File: src/rtl/result_bcd_display.sv
// result_bcd_display: binary-to-BCD converter (shift-add-3) with a
// two-digit 7-segment display selector and optional leading-zero blanking.
//
// Ports:
//   CLK_10M     system clock, all state on rising edge
//   RST         synchronous active-high reset (aborts a running conversion)
//   Start       conversion request, only honoured in IDLE
//   Value       unsigned operand, captured when Start is accepted
//   DigitSel    pair shown: 0 = digits 1:0, 1 = digits 3:2, 2 = digit 4, 3 = none
//   Busy        high during the WIDTH shift cycles
//   Done        one-cycle pulse in the cycle BCD first shows a new result
//   BCD         last completed result, digit 0 in bits [3:0]
//   Segment7_0  lower digit of selected pair, {dp,g,f,e,d,c,b,a}, active-high
//   Segment7_1  upper digit of selected pair, same format
module result_bcd_display #(
  parameter int WIDTH         = 16,
  parameter int DIGITS        = 5,
  parameter int BLANK_LEADING = 1
) (
  input  logic                  CLK_10M,
  input  logic                  RST,
  input  logic                  Start,
  input  logic [WIDTH-1:0]      Value,
  input  logic [1:0]            DigitSel,
  output logic                  Busy,
  output logic                  Done,
  output logic [4*DIGITS-1:0]   BCD,
  output logic [7:0]            Segment7_0,
  output logic [7:0]            Segment7_1
);

  localparam int CW = $clog2(WIDTH + 1);

  typedef enum logic [1:0] {
    IDLE    = 2'd0,
    SHIFT   = 2'd1,
    DONE_ST = 2'd2
  } state_t;

  state_t              state;
  state_t              state_nxt;
  logic [WIDTH-1:0]    shift_reg;
  logic [WIDTH-1:0]    shift_nxt;
  logic [4*DIGITS-1:0] work;
  logic [4*DIGITS-1:0] work_adj;
  logic [4*DIGITS-1:0] work_nxt;
  logic [CW-1:0]       count;
  logic                last_step;

  assign last_step = (count == CW'(WIDTH - 1));

  // One double-dabble step: add 3 to every digit >= 5, then shift the
  // combined {work, shift_reg} register left by one.
  always_comb begin
    work_adj = work;
    for (int i = 0; i < DIGITS; i++) begin
      if (work[4*i +: 4] >= 4'd5) begin
        work_adj[4*i +: 4] = work[4*i +: 4] + 4'd3;
      end
    end
    work_nxt  = {work_adj[4*DIGITS-2:0], shift_reg[WIDTH-1]};
    shift_nxt = {shift_reg[WIDTH-2:0], 1'b0};
  end

  // Next state and status outputs
  always_comb begin
    state_nxt = state;
    Busy      = 1'b0;
    Done      = 1'b0;
    case (state)
      IDLE: begin
        if (Start) begin
          state_nxt = SHIFT;
        end
      end
      SHIFT: begin
        Busy = 1'b1;
        if (last_step) begin
          state_nxt = DONE_ST;
        end
      end
      DONE_ST: begin
        Done      = 1'b1;
        state_nxt = IDLE;
      end
      default: begin
        state_nxt = IDLE;
      end
    endcase
  end

  // State register and datapath. BCD is loaded with the result of the last
  // shift step on the edge that enters DONE, so it is already valid in the
  // same cycle that Done pulses.
  always_ff @(posedge CLK_10M) begin
    if (RST) begin
      state     <= IDLE;
      shift_reg <= '0;
      work      <= '0;
      count     <= '0;
      BCD       <= '0;
    end else begin
      state <= state_nxt;
      case (state)
        IDLE: begin
          if (Start) begin
            shift_reg <= Value;
            work      <= '0;
            count     <= '0;
          end
        end
        SHIFT: begin
          shift_reg <= shift_nxt;
          work      <= work_nxt;
          count     <= count + CW'(1);
          if (last_step) begin
            BCD <= work_nxt;
          end
        end
        default: begin
        end
      endcase
    end
  end

  // 7-segment encoding; non-decimal codes display blank
  function automatic logic [7:0] seg7(input logic [3:0] d);
    case (d)
      4'd0:    seg7 = 8'h3F;
      4'd1:    seg7 = 8'h06;
      4'd2:    seg7 = 8'h5B;
      4'd3:    seg7 = 8'h4F;
      4'd4:    seg7 = 8'h66;
      4'd5:    seg7 = 8'h6D;
      4'd6:    seg7 = 8'h7D;
      4'd7:    seg7 = 8'h07;
      4'd8:    seg7 = 8'h7F;
      4'd9:    seg7 = 8'h6F;
      default: seg7 = 8'h00;
    endcase
  endfunction

  logic [7:0]        seg_d [DIGITS];
  logic [DIGITS-1:0] blank;
  logic              all_zero;
  int                lo_idx;

  // Leading-zero blanking: scan from the top digit down; a digit is blank
  // while every digit from the top down to it is zero. Digit 0 always shows.
  always_comb begin
    all_zero = 1'b1;
    blank    = '0;
    for (int k = DIGITS - 1; k >= 0; k--) begin
      all_zero = all_zero & (BCD[4*k +: 4] == 4'd0);
      blank[k] = (BLANK_LEADING != 0) && (k > 0) && all_zero;
    end
    for (int k = 0; k < DIGITS; k++) begin
      seg_d[k] = blank[k] ? 8'h00 : seg7(BCD[4*k +: 4]);
    end
  end

  // Pair selection; selector 2 shows only its lower digit, selector 3 nothing
  always_comb begin
    Segment7_0 = 8'h00;
    Segment7_1 = 8'h00;
    lo_idx     = 2 * int'(DigitSel);
    if (DigitSel != 2'd3) begin
      for (int i = 0; i < DIGITS; i++) begin
        if (i == lo_idx) begin
          Segment7_0 = seg_d[i];
        end
        if ((DigitSel < 2'd2) && (i == lo_idx + 1)) begin
          Segment7_1 = seg_d[i];
        end
      end
    end
  end

endmodule

File: config.mk
export PLATFORM = sky130hd
export DESIGN_NAME = result_bcd_display
export DESIGN_NICKNAME = d
export VERILOG_FILES = /design/src/rtl/result_bcd_display.sv
export SDC_FILE = /design/constraint.sdc
export NUM_CORES = 1
export LEC_CHECK = 0
export ABC_AREA = 0
export CORE_MARGIN = 2
export CORE_UTILIZATION = 57
export DETAILED_ROUTE_END_ITERATION = 8
export PLACE_DENSITY_LB_ADDON = 0.1
export SLEW_MARGIN = 15
export SYNTH_ARGS = -nofsm -noshare
export SYNTH_HDL_FRONTEND = slang
export SYNTH_SLANG_ARGS = --single-unit
File: constraint.sdc
create_clock -name CLK_10M -period 2.96 [get_ports CLK_10M]
set_clock_uncertainty 0.1 [all_clocks]
set_input_delay 0.296 -clock CLK_10M [delete_from_list [all_inputs] [get_ports CLK_10M]]
set_output_delay 0.296 -clock CLK_10M [all_outputs]
set_load 0.02 [all_outputs]
# Yosys cells after proc, flatten, opt, wreduce, memory -nomap -nowiden
# Memories as Yosys holds them, arrays and structs flattened. A register that Yosys moved wholly into a read port is not among the register bits.
# Index checks and enable logic that the tools add are counted.
# op_classes
n_eq_ne	12
n_reduce_logical	16
addsub	7
bitwise	3
order_cmp	6
muxes	40
# op_table
operator	count
8-bit two-way mux	14
3-bit by 32-bit == test with 1-bit output, first input constant	2
32-bit logical NOT	2
4-bit two-way mux	14
20-bit case mux with 2 select lines	1
2-bit by 32-bit == test with 1-bit output, first input constant	1
16-bit case mux with 2 select lines	1
4-bit by 3-bit greater-or-equal comparator with 1-bit output, second input constant	5
20-bit two-way mux	1
4-bit by 2-bit adder with 4-bit output, second input constant	4
4-bit logical NOT	4
16-bit two-way mux	1
5-bit case mux with 2 select lines	1
2-bit != test, second input constant	3
2-bit AND reduction	3
5-bit by 1-bit adder with 5-bit output, second input constant	1
5-bit by 4-bit == test with 1-bit output, second input constant	1
1-bit logical AND	5
5-bit two-way mux	1
3-bit by 1-bit adder with 4-bit output, second input constant	1
2-bit == test, first input constant	2
3-bit by 4-bit == test with 1-bit output, first input constant	1
2-bit two-way mux	2
2-bit case mux with 2 select lines	1
9 further kinds	12
# word_totals
romBits	560
output_inout_bits	38
wordCells	94
n_memories	5
regBits	63
# mem_list
memory	words	width	read_ports	rd_clocked_by_memory_dff	write_ports	line	text
(no name shown)	16	7	1	1	0	128	case (d)
(no name shown)	16	7	1	1	0	128	
(no name shown)	16	7	1	1	0	128	
(no name shown)	16	7	1	1	0	128	
(no name shown)	16	7	1	1	0	128	

# Depth between registers and ports, before layout
# logic_depth
ltp_word	10
depth_mapped	14
depth_no_buf	12

# Worst setup path after synthesis
# No wires, ideal clock.
# synth_timing
path_type	flip-flop to flip-flop
start	register count[0]
end	register (tool-made name)
stages_incl_launch_ff	14
arrival_ns	2.481
t_required_ns	2.781
path_slack_ns	0.301
cell_sequence	dfxtp_1 -> ha_1 -> and3_1 -> ha_1 -> and3b_4 -> nand2b_1 -> buf_6 -> inv_2 -> buf_2 -> a21oi_1 -> ha_1 -> inv_1 -> or3_1 -> o221ai_2
# synth_rtl
item	line	text
from (decl)	47	logic [CW-1:0] count;
from (signal assigned)	115	count <= count + CW'(1);

==> impl_metrics.tcl <==
set metrics [dict create \
    status "complete, no violations" \
    drt_iter0_drc 191 \
    crit_family "adder cells" \
    htree_levels 3 \
    synth_largest_area_cell "dfxtp_1" \
    layout_commonest_cell "nor2_1" \
    start_kind "flip-flop" \
    multi_input_area_um2 3330 \
    fmax_mhz 353 \
    instances_no_fill 880 \
    synth_top_area_share_pct 34.4 \
    finalMaxSlewViolations 0 \
    insertion_delay_ps 370 \
    drc_errors 0 \
    max_stage_delay_ps 390 \
    core_um2 9730 \
    clk_pin_slew_ps 110 \
    antenna_cells 0 \
    grt-ovfl-total 0 \
    async_flop_share_pct 0 \
    cts.sinks 98 \
    min_period_ps 2830 \
    wire_per_inst_um 15.4 \
    drv_cap 0 \
    numCtsBuffers 9 \
    grt_pass1_wl_um 22400 \
    end_kind "flip-flop" \
    ant_nets 0 \
    layout.nets 805 \
    dp_hpwl_um 9750 \
    synth_seq_cells 98 \
    dieArea_um2 10800 \
    root_buffer "clkbuf_8" \
    antenna_found_initial 0 \
    synthDistinctLibCells 62 \
    crit_path_top_delay_cell "dfxtp_1" \
    hold_path_class "in -> reg" \
    p_per_area_nw_per_um2 365 \
    ys_warn_count 0 \
    initial_core_util_pct 58.7 \
    slew-limit-headroom_pct 52.4 \
    p_total_mw 2.40 \
    rows 36 \
    mostFrequentLayoutCells "nor2_1 (99), dfxtp_1 (98), a21oi_1 (66), inv_1 (52)" \
    worstPathArrival_ps 3000 \
    worstPathMaxFanout 7 \
    numPortBuffers 56 \
    chipWidth_um 104 \
    gp_congestion 0.902 \
    crit_chain "ha_1 > and3_1 > ha_2 > and3b_4 > buf_4 > nor2_1 > a311oi_2 > inv_1 > ha_1 > inv_1 > a21oi_2 > a32o_1" \
    cts_tree "done" \
    synth_area_per_cell_um2 8.16 \
    worst_pin_slew_ps 707 \
    period_share_pct 95.7 \
    leakage_nw 2.70 \
    synth_edf_count 0 \
    synthFlopType "dfxtp_1" \
    worstSetupStartpoint "count[0]" \
    synthTopCellsByArea "dfxtp_1 (34%), ha_1 (9.2%), nor2_1 (6.5%), a21oi_1 (6.0%), inv_1 (3.4%)" \
    timing.rr.start "count[0]" \
    io_pins 59 \
    min-delay-start "RST" \
    crit_type "reg -> reg" \
    drive_gt1_share_pct 9.10 \
    grt_max_degree 42 \
    dp.cells 859 \
    syn-instance-count 699 \
    finalSetupViolCount 0 \
    wl_um 13500 \
    track_usage_pct 24.9 \
    dr.pass1.iters 5 \
    fillers 816 \
    viasPerCell 5.76 \
    crit_required_ps 3130 \
    num_vias 5065 \
    seq_area_frac_synth_pct 34.4 \
    hold_viol 0 \
    regArea_um2 1960 \
    ir_worst_vdd_uv 190 \
    netlist_area_um2 5710 \
    die-height_um 104 \
    path_buf_inv 3 \
    area_delta_synth_final_pct 15.1 \
    cts_buffer_depth 2 \
    first_global_vias 4818 \
]
==> cells in the mapped netlist, drive strengths merged, types with 2 or more instances <==
cell / n
nand3: 4
a21o: 3
a22o: 7
xnor2: 13
a21oi: 70
nand2: 36
nor2b: 24
a211o: 4
a211oi: 11
a221oi: 2
a32oi: 4
nor3: 21
and2: 7
nand2b: 15
inv: 53
clkbuf: 21
dfxtp: 98
buf: 25
a311oi: 8
o32ai: 3
a21boi: 3
a2bb2oi: 2
o32a: 3
o21ai: 37
o221ai: 3
a22oi: 9
nor2: 99
and3b: 4
nor3b: 11
or3: 10
nor4: 3
nand3b: 2
o22ai: 10
o311ai: 3
or4: 3
or2: 6
nor4b: 2
a31oi: 6
ha: 42
a32o: 3
==> metrics by stage <==
step | hold WS (ps) | utilization (%) | setup WS [ps] | instance area [um^2] | TNS (ps)
global placement | 362 | 64.9 | 157 | 6310 | 0
global route | 208 | 67.5 | -12.6 | 6570 | -12.6
detailed placement | 369 | 64.9 | 32.7 | 6310 | 0
CTS | 194 | 66.7 | 2.31 | 6490 | 0
finish | 215 | 67.5 | 127 | 6570 | 0
floorplan | 337 | - | 301 | 5710 | 0
==> power by group <==
| group | leakage [nW] | internal, mW | switching [mW] |
|---|---|---|---|
| Sequential | 0.795 | 1.34 | 0.0141 |
| Clock | 0.0925 | 0.321 | 0.520 |
| Combinational | 1.81 | 0.0865 | 0.114 |
==> final cells by class <==
cell class	count	area share, %
flip-flops and latches	98	29.9
well taps	133	2.53
multi-input cells	504	50.7
clock inverters	7	0.895
inverters	53	3.03
clock buffers	9	1.89
repair buffers	76	11.1
==> routing by layer <==
metal  vias to the layer above  share of wire, %  global-route usage [%]
li1                       2513                 -                       -
met1                      2401                44                    30.6
met2                       126                50                    44.5
met3                        25               4.7                    3.76
met4                         0               1.8                    8.49
met5                         -                 0                       0
==> worst register-to-register path, cell delays in order (launching register included) <==
cell and delay, ps:
dfxtp_1 390, ha_1 210, and3_1 170, ha_2 250
and3b_4 300, buf_4 150, nor2_1 50, a311oi_2 380
inv_1 170, ha_1 230, inv_1 70, a21oi_2 50
a32o_1 220
==> cells by family after synthesis <==
family	Yosys count	synth area share (%)
adder cells (fa/ha/maj)	42	9.21
AO/OA/AOI/OAI	197	24.1
flip-flops	98	34.4
buffers and inverters	99	7.94
XOR/XNOR	14	2.39
AND/OR/NAND/NOR	248	21.9
other	1	0.0657
==> worst paths after layout <==
kind                   to  slack [ps]  depth (start not counted)
min              work[16]         220                          2
min reg2reg  shift_reg[6]         380                          2
max reg2reg     flip-flop         130                         12
max             flip-flop         130                         12
==> timing repair <==
action	4_1_cts	5_1_grt
cloned	0	1
buffers inserted	0	4
hold buffers	0	0
setup endpoints to repair	7	35
pin swaps	0	1
gates resized for setup	8	11
(Power assumes the default switching activity.)
